===== config.mk =====
export PLATFORM = sky130hd
export DESIGN_NAME = reconf_fir_filter
export DESIGN_NICKNAME = d
export VERILOG_FILES = /design/src/rtl/reconf_fir_filter.sv
export SDC_FILE = /design/constraint.sdc
export NUM_CORES = 1
export LEC_CHECK = 0
export ABC_AREA = 1
export CAP_MARGIN = 20
export CORE_UTILIZATION = 55
export DETAILED_ROUTE_END_ITERATION = 8
export GPL_TIMING_DRIVEN = 0
export PLACE_DENSITY = 0.79
export SYNTH_ARGS = -nofsm -noshare
export SYNTH_HDL_FRONTEND = slang
export SYNTH_SLANG_ARGS = --single-unit

===== constraint.sdc =====
create_clock -name iClk12M -period 6.5 [get_ports iClk12M]
set_input_delay 0.65 -clock iClk12M [delete_from_list [all_inputs] [get_ports iClk12M]]
set_output_delay 0.65 -clock iClk12M [all_outputs]
set_load 0.05 [all_outputs]

===== src/rtl/reconf_fir_filter.sv =====
// reconf_fir_filter
//   11-tap direct-form FIR filter with run-time loadable coefficients.
//   One sample is accepted per iEnSample600k strobe. The filter then runs
//   one multiply-accumulate per clock over the delay line and registers the
//   result on oFirOut 12 clocks after the strobe.
//
//   Optional build macro FIR_COEFF_READBACK_EN adds the oRdDtRam readback port.
//
// Ports
//   iClk12M          12 MHz system clock, rising edge
//   iRst             synchronous active-high reset
//   iEnSample600k    one-clock sample strobe
//   iCoeffUpdateFlag high = coefficient load mode (filtering frozen)
//   iCsnRam          coefficient port chip select, active-low
//   iWrnRam          coefficient port write enable, active-low
//   iAddrRam         coefficient address (0..NTAP-1 valid)
//   iWtDtRam         coefficient write data, low CW bits used
//   iFirIn           signed input sample
//   oFirOut          signed filter output, registered
//   oRdDtRam         sign-extended coefficient readback (FIR_COEFF_READBACK_EN only)

module reconf_fir_filter #(
    parameter int NTAP = 11,
    parameter int CW   = 9,
    parameter int DW   = 3,
    parameter int OW   = 16,
    parameter int AW   = 6
) (
    input  logic                 iClk12M,
    input  logic                 iRst,
    input  logic                 iEnSample600k,
    input  logic                 iCoeffUpdateFlag,
    input  logic                 iCsnRam,
    input  logic                 iWrnRam,
    input  logic [AW-1:0]        iAddrRam,
    input  logic [15:0]          iWtDtRam,
    input  logic signed [DW-1:0] iFirIn,
    output logic signed [OW-1:0] oFirOut
`ifdef FIR_COEFF_READBACK_EN
    ,
    output logic [15:0]          oRdDtRam
`endif
);

    // IW must be able to hold NTAP itself: tapIdx==NTAP is the output phase.
    localparam int IW = $clog2(NTAP + 1);
    localparam int PW = DW + CW;

    logic signed [DW-1:0] xLine [NTAP];
    logic signed [CW-1:0] coeff [NTAP];
    logic signed [OW-1:0] acc;
    logic [IW-1:0]        tapIdx;
    logic                 busy;

    logic                 addrValid;
    logic [IW-1:0]        addrIdx;
    logic                 coeffWrite;
    logic [IW-1:0]        macIdx;
    logic signed [PW-1:0] xExt;
    logic signed [PW-1:0] cExt;
    logic signed [PW-1:0] prod;
    logic                 unusedWtDt;

    assign addrValid  = (iAddrRam < AW'(NTAP));
    assign addrIdx    = iAddrRam[IW-1:0];
    assign coeffWrite = iCoeffUpdateFlag && !iCsnRam && !iWrnRam && addrValid;

    // Upper data bits carry no coefficient information.
    assign unusedWtDt = ^iWtDtRam[15:CW];

    // Keep the array index in range during the output phase.
    assign macIdx = (tapIdx < IW'(NTAP)) ? tapIdx : '0;
    assign xExt   = PW'(xLine[macIdx]);
    assign cExt   = PW'(coeff[macIdx]);
    assign prod   = xExt * cExt;

    always_ff @(posedge iClk12M) begin
        if (iRst) begin
            for (int k = 0; k < NTAP; k++) begin
                xLine[k] <= '0;
                coeff[k] <= '0;
            end
            acc     <= '0;
            tapIdx  <= '0;
            busy    <= 1'b0;
            oFirOut <= '0;
        end else if (iCoeffUpdateFlag) begin
            // Load mode freezes filtering: strobes dropped, MAC aborted.
            busy   <= 1'b0;
            tapIdx <= '0;
            if (coeffWrite) begin
                coeff[addrIdx] <= iWtDtRam[CW-1:0];
            end
        end else if (iEnSample600k) begin
            // A strobe while busy restarts the MAC on the new delay line.
            for (int k = NTAP - 1; k > 0; k--) begin
                xLine[k] <= xLine[k-1];
            end
            xLine[0] <= iFirIn;
            acc      <= '0;
            tapIdx   <= '0;
            busy     <= 1'b1;
        end else if (busy) begin
            if (tapIdx == IW'(NTAP)) begin
                oFirOut <= acc;
                busy    <= 1'b0;
                tapIdx  <= '0;
            end else begin
                acc    <= acc + OW'(prod);
                tapIdx <= tapIdx + 1'b1;
            end
        end
    end

`ifdef FIR_COEFF_READBACK_EN
    always_ff @(posedge iClk12M) begin
        if (iRst) begin
            oRdDtRam <= '0;
        end else if (!iCsnRam && iWrnRam) begin
            oRdDtRam <= addrValid ? 16'(coeff[addrIdx]) : 16'h0000;
        end
    end
`endif

endmodule


==> load_flow_metrics.sql, run 1 <==
INSERT INTO impl_metrics (metric_group, metric, value, unit) VALUES
('outcome', 'outcome', 'finished, final reports clean', ''),
('routing', 'drt-wirelength-per-cell', '17.2', 'µm'),
('cts', 'tritoncts', 'done', ''),
('yosys', 'synthTopCellsByArea', 'sky130_fd_sc_hd__edfxtp_1 43%, sky130_fd_sc_hd__nand2_1 10%, sky130_fd_sc_hd__dfxtp_1 8.8%', ''),
('worst_setup_path', 'critical-path-slowest-cell', 'sky130_fd_sc_hd__fa_1', ''),
('cts', 'worst_skew_pair.late_latency', '440', 'ps'),
('timing', 'finalHoldViolations', '0', ''),
('die', 'die_h', '140', 'µm'),
('timing', 'max_slew.worst_pin.slew', '911', 'ps'),
('yosys', 'syn-cell-area', '10400', 'µm²'),
('routing', 'via_count', '8598', ''),
('job', 'maxCapViolCount', '0', ''),
('timing', 'final_max_slew_viols', '0', ''),
('yosys', 'netlist.top_cell.by_area', 'sky130_fd_sc_hd__edfxtp_1', ''),
('die', 'design.core.area', '18600', 'µm²'),
('yosys', 'seq_area_frac_synth', '0.514', ''),
('worst_hold_path', 'hold_path_class', 'flip-flop to flip-flop', ''),
('place', 'detailed_place_hpwl', '19200', 'µm'),
('timing', 'setup_tns', '0', 'ps'),
('routing', 'postRouteWirelength', '26600', 'µm'),
('yosys', 'synth_edf_count', '148', ''),
('yosys', 'yosysTopAreaCellShare', '0.426', ''),
('global_route', 'grt_overflow', '0', ''),
('cts', 'h-tree-depth', '4', ''),
('die', 'die_boundary_width', '140', 'µm'),
('global_route', 'gr-usage-all-layers', '0.284', ''),
('timing', 'setup_violations', '0', ''),
('global_route', 'grt_pass1_vias', '8179', ''),
('die', 'floorplan.rows', '50', ''),
('cts', 'ctsResizeCount', '0', ''),
('global_route', 'grt_first_pass_wirelength', '42000', 'µm'),
('worst_setup_path', 'timing.critical_path.arrival', '5680', 'ps'),
('worst_setup_path', 'path_class', 'flip-flop to flip-flop', ''),
('timing', 'slew-limit-headroom', '0.390', ''),
('pwr', 'p_leak', '0.00501', 'µW'),
('worst_setup_path', 'timing.critical_path.required', '6800', 'ps'),
('global_route', 'maximum_number_of_pins_on_one_net_before_global_route_repair', '23', ''),
('pwr', 'sequentialPowerShare', '0.508', ''),
('worst_setup_path', 'worst-r2r-setup-slack', '1120', 'ps'),
('yosys', 'synthesized_netlist_cell_count', '1216', ''),
('place', 'gp_routability_congestion', '0.913', ''),
('timing', 'final_period_demand_of_the_worst_path', '5380', 'ps'),
('cts', 'numClockSinks', '194', ''),
('yosys', 'dominantRegCellSynth', 'sky130_fd_sc_hd__edfxtp_1', ''),
('pwr', 'power.ir.vdd_worst', '0.208', 'mV'),
('pwr', 'internal-power', '2030', 'µW'),
('die', 'start_util', '0.560', ''),
('pwr', 'power.density_cell_area', '234', 'nW/µm²'),
('timing', 'finalCritPeriodShare', '0.828', ''),
('final_layout', 'final.fill_count', '1538', ''),
('final_layout', 'syn_to_final_growth', '13.1', '%'),
('routing', 'drt_drc_violations_left', '0', ''),
('yosys', 'yosys_warnings', '0', ''),
('final_layout', 'multi_input_comb_area', '4380', 'µm²'),
('final_layout', 'layout-drive-gt1-share', '0.0755', ''),
('global_route', 'grt_antenna_before_repair', '0', ''),
('pwr', 'netSwitchingPower', '742', 'µW'),
('final_layout', 'area.sequential', '5370', 'µm²'),
('yosys', 'synthTopCellsByCount', '281 x sky130_fd_sc_hd__nand2_1, 220 x sky130_fd_sc_hd__nor2_1, 148 x sky130_fd_sc_hd__edfxtp_1', ''),
('worst_setup_path', 'worst_path_largest_cell_delay', '580', 'ps'),
('yosys', 'synth.most_common_cell', 'sky130_fd_sc_hd__nand2_1', ''),
('routing', 'via_per_inst', '5.56', ''),
('yosys', 'async_flop_share', '0', ''),
('routing', 'drt_iter0_markers', '889', ''),
('cts', 'cts_buffer_depth', '2', ''),
('worst_setup_path', 'crit_path_end_kind', 'flip-flop', ''),
('timing', 'worst_path_setup_slack_after_routing', '1120', 'ps'),
('pwr', 'p_sw_frac', '0.268', ''),
('timing', 'final.setup_skew', '11.1', 'ps'),
('die', 'die_area', '19500', 'µm²'),
('cts', 'clock_edge_transition_at_the_registers_on_the_reported_setup_and_hold_paths', '80', 'ps');
==> state kept, by name, indices dropped and copies added, names as in the netlist <==
signal   flops
oFirOut     16
acc         16
tapIdx       4
busy         1
coeff      124
xLine       33
==> power groups by stage <==
stage | registers, µW | logic [µW] | clock network, µW
5_1_grt | 1410 | 391 | 1060
3_5_place_dp | 1430 | 337 | 0
4_1_cts | 1400 | 342 | 1010
2_1_floorplan | 1420 | 243 | 0
3_3_place_gp | 1430 | 323 | 0
6_report | 1410 | 347 | 1020
==> kinds of logic (layout without fill, tap and decap cells) <==
group,Yosys count,in the layout,synth area share
buffers and inverters,190,262,0.0752
and+or+nand+nor,681,681,0.278
DFF,194,194,0.514
other,1,25,0.000359
adders and majority gates,55,55,0.0832
xor gates and xnor gates,2,2,0.00168
AOI/OAI and AO/OA,93,93,0.0481
==> per-stage QoR <==
step	cell area [µm²]	std cells	power (µW)	utilization	hold slack [ps]
after floorplan	10500	1240	1670	-	439
after global placement	11200	1513	1750	0.601	452
after detailed placement	11200	1514	1770	0.603	461
after CTS	11800	1546	2760	0.633	472
after global routing	11800	1546	2860	0.633	485
final	11800	1546	2770	0.633	469
==> final timing paths <==
kind | startpoint | cells past startpoint | endpoint
worst min register to register | acc[12] | 2 | acc[12]
worst max register to register | tapIdx[1] | 25 | acc[14]
worst min-delay path | acc[12] | 2 | acc[12]
worst max-delay path | tapIdx[1] | 25 | acc[14]
==> critical path, delay by kind of cell (launching register included) <==
kind                       cells  cell delay, ps
buffers and inverters          4             560
DFF                            1             400
and+or+nand+nor               14            1830
AOI/OAI and AO/OA              1              70
adders and majority gates      6            2380
==> cell type report <==
cell class | instances | area share
buffer | 49 | 0.0216
clock buffer | 20 | 0.0378
clock inverter | 12 | 0.00996
inverter | 141 | 0.0448
multi-input combinational | 856 | 0.371
sequential | 194 | 0.455
tap | 234 | 0.0248
timing repair buffer | 40 | 0.0354
==> cell usage in the layout (no fill, tap or decap), types with 6 or more instances in the layout <==
cell type                           n
sky130_fd_sc_hd__nand2_1          281
sky130_fd_sc_hd__nor2_1           220
sky130_fd_sc_hd__edfxtp_1         148
sky130_fd_sc_hd__nand3_1          134
sky130_fd_sc_hd__inv_1            130
sky130_fd_sc_hd__a21oi_1           53
sky130_fd_sc_hd__dfxtp_1           46
sky130_fd_sc_hd__clkdlybuf4s50_1   39
sky130_fd_sc_hd__ha_1              31
sky130_fd_sc_hd__o21ai_0           28
sky130_fd_sc_hd__conb_1            25
sky130_fd_sc_hd__fa_1              24
sky130_fd_sc_hd__clkbuf_1          22
sky130_fd_sc_hd__buf_2             18
sky130_fd_sc_hd__clkbuf_16         17
sky130_fd_sc_hd__nand2_2           13
sky130_fd_sc_hd__inv_2              8
sky130_fd_sc_hd__nand3b_1           6
sky130_fd_sc_hd__nand4_1            6
==> layer usage <==
metal	global-route usage	up-vias	part of all wire
met5	0	-	0
met4	0.112	0	0.025
met3	0.0516	54	0.091
met2	0.472	468	0.49
met1	0.370	4007	0.40
li1	-	4069	-
No activity file was read; power rests on OpenSTA's default activity.
==> run 2, diff against run 1 <==
==> constraint.sdc (replaced) <==
create_clock -name iClk12M -period 5.2 [get_ports iClk12M]
set_input_delay 0.52 -clock iClk12M [delete_from_list [all_inputs] [get_ports iClk12M]]
set_output_delay 0.52 -clock iClk12M [all_outputs]
set_load 0.05 [all_outputs]
==> run 2 against run 1 <==
Effect of this change:
- via count about the same
- clock-buffer cell count unchanged
- non-clock buffer count increased by 3
- maximum frequency increased by 7.5%
- utilization increased by 0.24 points
- clock power increased by 25%
- cell area increased by 0.38%
- routed wire length increased by 0.32%
- die area unchanged
- highest routed layer unchanged
- sequential cell count unchanged
- hold slack about the same
==> load_flow_metrics.sql, run 2 (synthesis gave the netlist of run 1 again) <==
INSERT INTO impl_metrics (metric_group, metric, value, unit) VALUES
('timing', 'final_period_demand_of_the_worst_path', '5010', 'ps'),
('cts', 'cts_root_cell', 'sky130_fd_sc_hd__clkbuf_16', ''),
('cts', 'h-tree-depth', '4', ''),
('final_layout', 'layout-drive-gt1-share', '0.0806', ''),
('cts', 'cts_made_buffers', '17', ''),
('routing', 'via_per_inst', '5.55', ''),
('timing', 'finalHoldViolations', '0', ''),
('timing', 'setup_violations', '0', ''),
('routing', 'drt_iter0_markers', '973', ''),
('routing', 'post_route_antenna_net_violation_count', '0', ''),
('worst_setup_path', 'crit_path_end_kind', 'flip-flop', ''),
('worst_hold_path', 'hold_path_class', 'flip-flop to flip-flop', ''),
('pwr', 'p_leak', '0.00503', 'µW'),
('die', 'die_boundary_width', '140', 'µm'),
('timing', 'slew-limit-headroom', '0.383', ''),
('timing', 'final_max_slew_viols', '0', ''),
('routing', 'drt_pass1_iterations', '6', ''),
('place', 'detailed_place_hpwl', '19200', 'µm'),
('final_layout', 'layout_common_cells', '281 x sky130_fd_sc_hd__nand2_1, 219 x sky130_fd_sc_hd__nor2_1, 148 x sky130_fd_sc_hd__edfxtp_1', ''),
('worst_hold_path', 'hold_path_depth', '2', ''),
('cts', 'clock_edge_transition_at_the_registers_on_the_reported_setup_and_hold_paths', '80', 'ps'),
('timing', 'fmax', '200', 'MHz'),
('routing', 'postRouteWirelength', '26700', 'µm'),
('global_route', 'grt_pass1_vias', '8177', ''),
('global_route', 'grt_first_pass_wirelength', '42000', 'µm'),
('die', 'io_pins', '47', ''),
('cts', 'cts_buffer_depth', '2', ''),
('die', 'floorplan.rows', '50', ''),
('die', 'die_h', '140', 'µm'),
('final_layout', 'max_reg_flops', '124', ''),
('die', 'die_area', '19500', 'µm²'),
('final_layout', 'finish.utilization', '0.636', ''),
('worst_setup_path', 'cp_startpoint_kind', 'flip-flop', ''),
('place', 'gp_routability_congestion', '0.913', ''),
('pwr', 'power.ir.vdd_worst', '0.259', 'mV'),
('job', 'maxCapViolCount', '0', ''),
('global_route', 'gr-usage-all-layers', '0.285', ''),
('place', 'port_buffers', '39', ''),
('final_layout', 'antenna_cells_inserted', '0', ''),
('final_layout', 'layout_commonest_cell', 'sky130_fd_sc_hd__nand2_1', ''),
('timing', 'finalCritPeriodShare', '0.963', ''),
('routing', 'drt-wirelength-per-cell', '17.2', 'µm'),
('die', 'design.core.area', '18600', 'µm²'),
('pwr', 'p_sw_frac', '0.268', ''),
('pwr', 'power.density_cell_area', '292', 'nW/µm²'),
('routing', 'via_count', '8597', ''),
('final_layout', 'finalNetCount', '1388', ''),
('routing', 'drt_drc_violations_left', '0', ''),
('final_layout', 'post_layout_nonfiller_instances', '1549', ''),
('pwr', 'sequentialPowerShare', '0.508', ''),
('timing', 'setup_tns', '0', 'ps'),
('global_route', 'grt_antenna_before_repair', '0', ''),
('worst_setup_path', 'path_class', 'flip-flop to flip-flop', ''),
('global_route', 'maximum_number_of_pins_on_one_net_before_global_route_repair', '23', ''),
('final_layout', 'reg.largest.list', 'coeff (124), xLine (33)', ''),
('final_layout', 'regMostFlops', 'coeff', ''),
('pwr', 'fin_total_pwr', '3460', 'µW'),
('pwr', 'internal-power', '2530', 'µW'),
('pwr', 'share_clk_of_total_power', '0.367', ''),
('cts', 'tritoncts', 'done', ''),
('place', 'place.detailed.instances', '1514', ''),
('cts', 'numClockSinks', '194', ''),
('global_route', 'grt_overflow', '0', ''),
('final_layout', 'syn_to_final_growth', '13.5', '%'),
('worst_setup_path', 'timing.critical_path.arrival', '5310', 'ps'),
('timing', 'max_slew.worst_pin.slew', '922', 'ps'),
('worst_setup_path', 'timing.critical_path.required', '5510', 'ps'),
('timing', 'finalHoldWorstSlack', '469', 'ps'),
('die', 'start_util', '0.560', ''),
('worst_setup_path', 'rr_worst_depth', '26', ''),
('timing', 'final.setup_skew', '10.1', 'ps'),
('pwr', 'comb_power_share', '0.126', ''),
('pwr', 'netSwitchingPower', '927', 'µW'),
('outcome', 'outcome', 'finished, final reports clean', ''),
('cts', 'worst_skew_pair.late_latency', '440', 'ps'),
('worst_setup_path', 'path_max_fanout', '10', '');
run 2: metrics by stage:
stage | area (µm²) | worst slack [ps]
2_1_floorplan | 10500 | 750
3_3_place_gp | 11200 | -79.3
3_5_place_dp | 11200 | -117
4_1_cts | 11800 | 1.28
5_1_grt | 11800 | -5.93
6_report | 11800 | 195
run 2: what timing repair did:
| item | 4_1_cts | 5_1_grt |
|---|---|---|
| setup endpoints to repair | 3 | 11 |
| buffers inserted | 0 | 3 |
| gates resized for setup | 1 | 5 |
| hold buffers | 0 | 0 |
| endpoints found under the hold margin | 0 | 0 |
| pin swaps | 0 | 2 |
run 2: critical path: stages (launching register included):
cell	delay [ps]
sky130_fd_sc_hd__dfxtp_2	380
sky130_fd_sc_hd__ha_4	210
sky130_fd_sc_hd__o21ai_4	230
sky130_fd_sc_hd__nand2_2	130
sky130_fd_sc_hd__buf_6	170
sky130_fd_sc_hd__buf_6	150
sky130_fd_sc_hd__nand2_1	60
sky130_fd_sc_hd__nand3_1	70
sky130_fd_sc_hd__nand3_1	90
sky130_fd_sc_hd__nand2_1	110
sky130_fd_sc_hd__nand2_1	190
sky130_fd_sc_hd__nand3_1	140
sky130_fd_sc_hd__fa_1	580
sky130_fd_sc_hd__fa_1	450
sky130_fd_sc_hd__fa_1	480
sky130_fd_sc_hd__inv_1	70
sky130_fd_sc_hd__ha_1	160
sky130_fd_sc_hd__inv_1	60
sky130_fd_sc_hd__fa_1	350
sky130_fd_sc_hd__inv_1	120
sky130_fd_sc_hd__nand3_1	80
sky130_fd_sc_hd__nand3_1	160
sky130_fd_sc_hd__nand3_1	130
sky130_fd_sc_hd__nand3_1	90
sky130_fd_sc_hd__nand2_1	50
sky130_fd_sc_hd__nand3_1	70
sky130_fd_sc_hd__a21oi_1	70
run 2: power by group through the flow:
stage	sequential [µW]	combinational, µW	clock (µW)
after floorplan	1780	304	0
after global placement	1790	403	0
after detailed placement	1790	421	0
after CTS	1760	428	1260
after global routing	1760	490	1330
final	1760	434	1270
run 2: layout make-up:
type / instances / area (µm²)
Inverter: 141 / 529
Clock buffer: 20 / 447
Tap cell: 234 / 293
Fill cell: 1535 / 6790
Timing Repair Buffer: 43 / 440
Sequential cell: 194 / 5370
Buffer: 49 / 256
Clock inverter: 12 / 118
Multi-Input combinational cell: 856 / 4400
run 2: path summary, 6_finish.rpt:
check	start	to	slack, ps
worst max register to register	tapIdx[1]	acc[14]	190
worst min register to register	acc[12]	acc[12]	470
worst min-delay path	acc[12]	acc[12]	470
worst max-delay path	tapIdx[1]	acc[14]	190
run 2: layer usage:
metal	GRT usage	wire length (µm)
met5	0	0
met4	0.112	647
met3	0.0516	2230
met2	0.472	13000
met1	0.371	10800
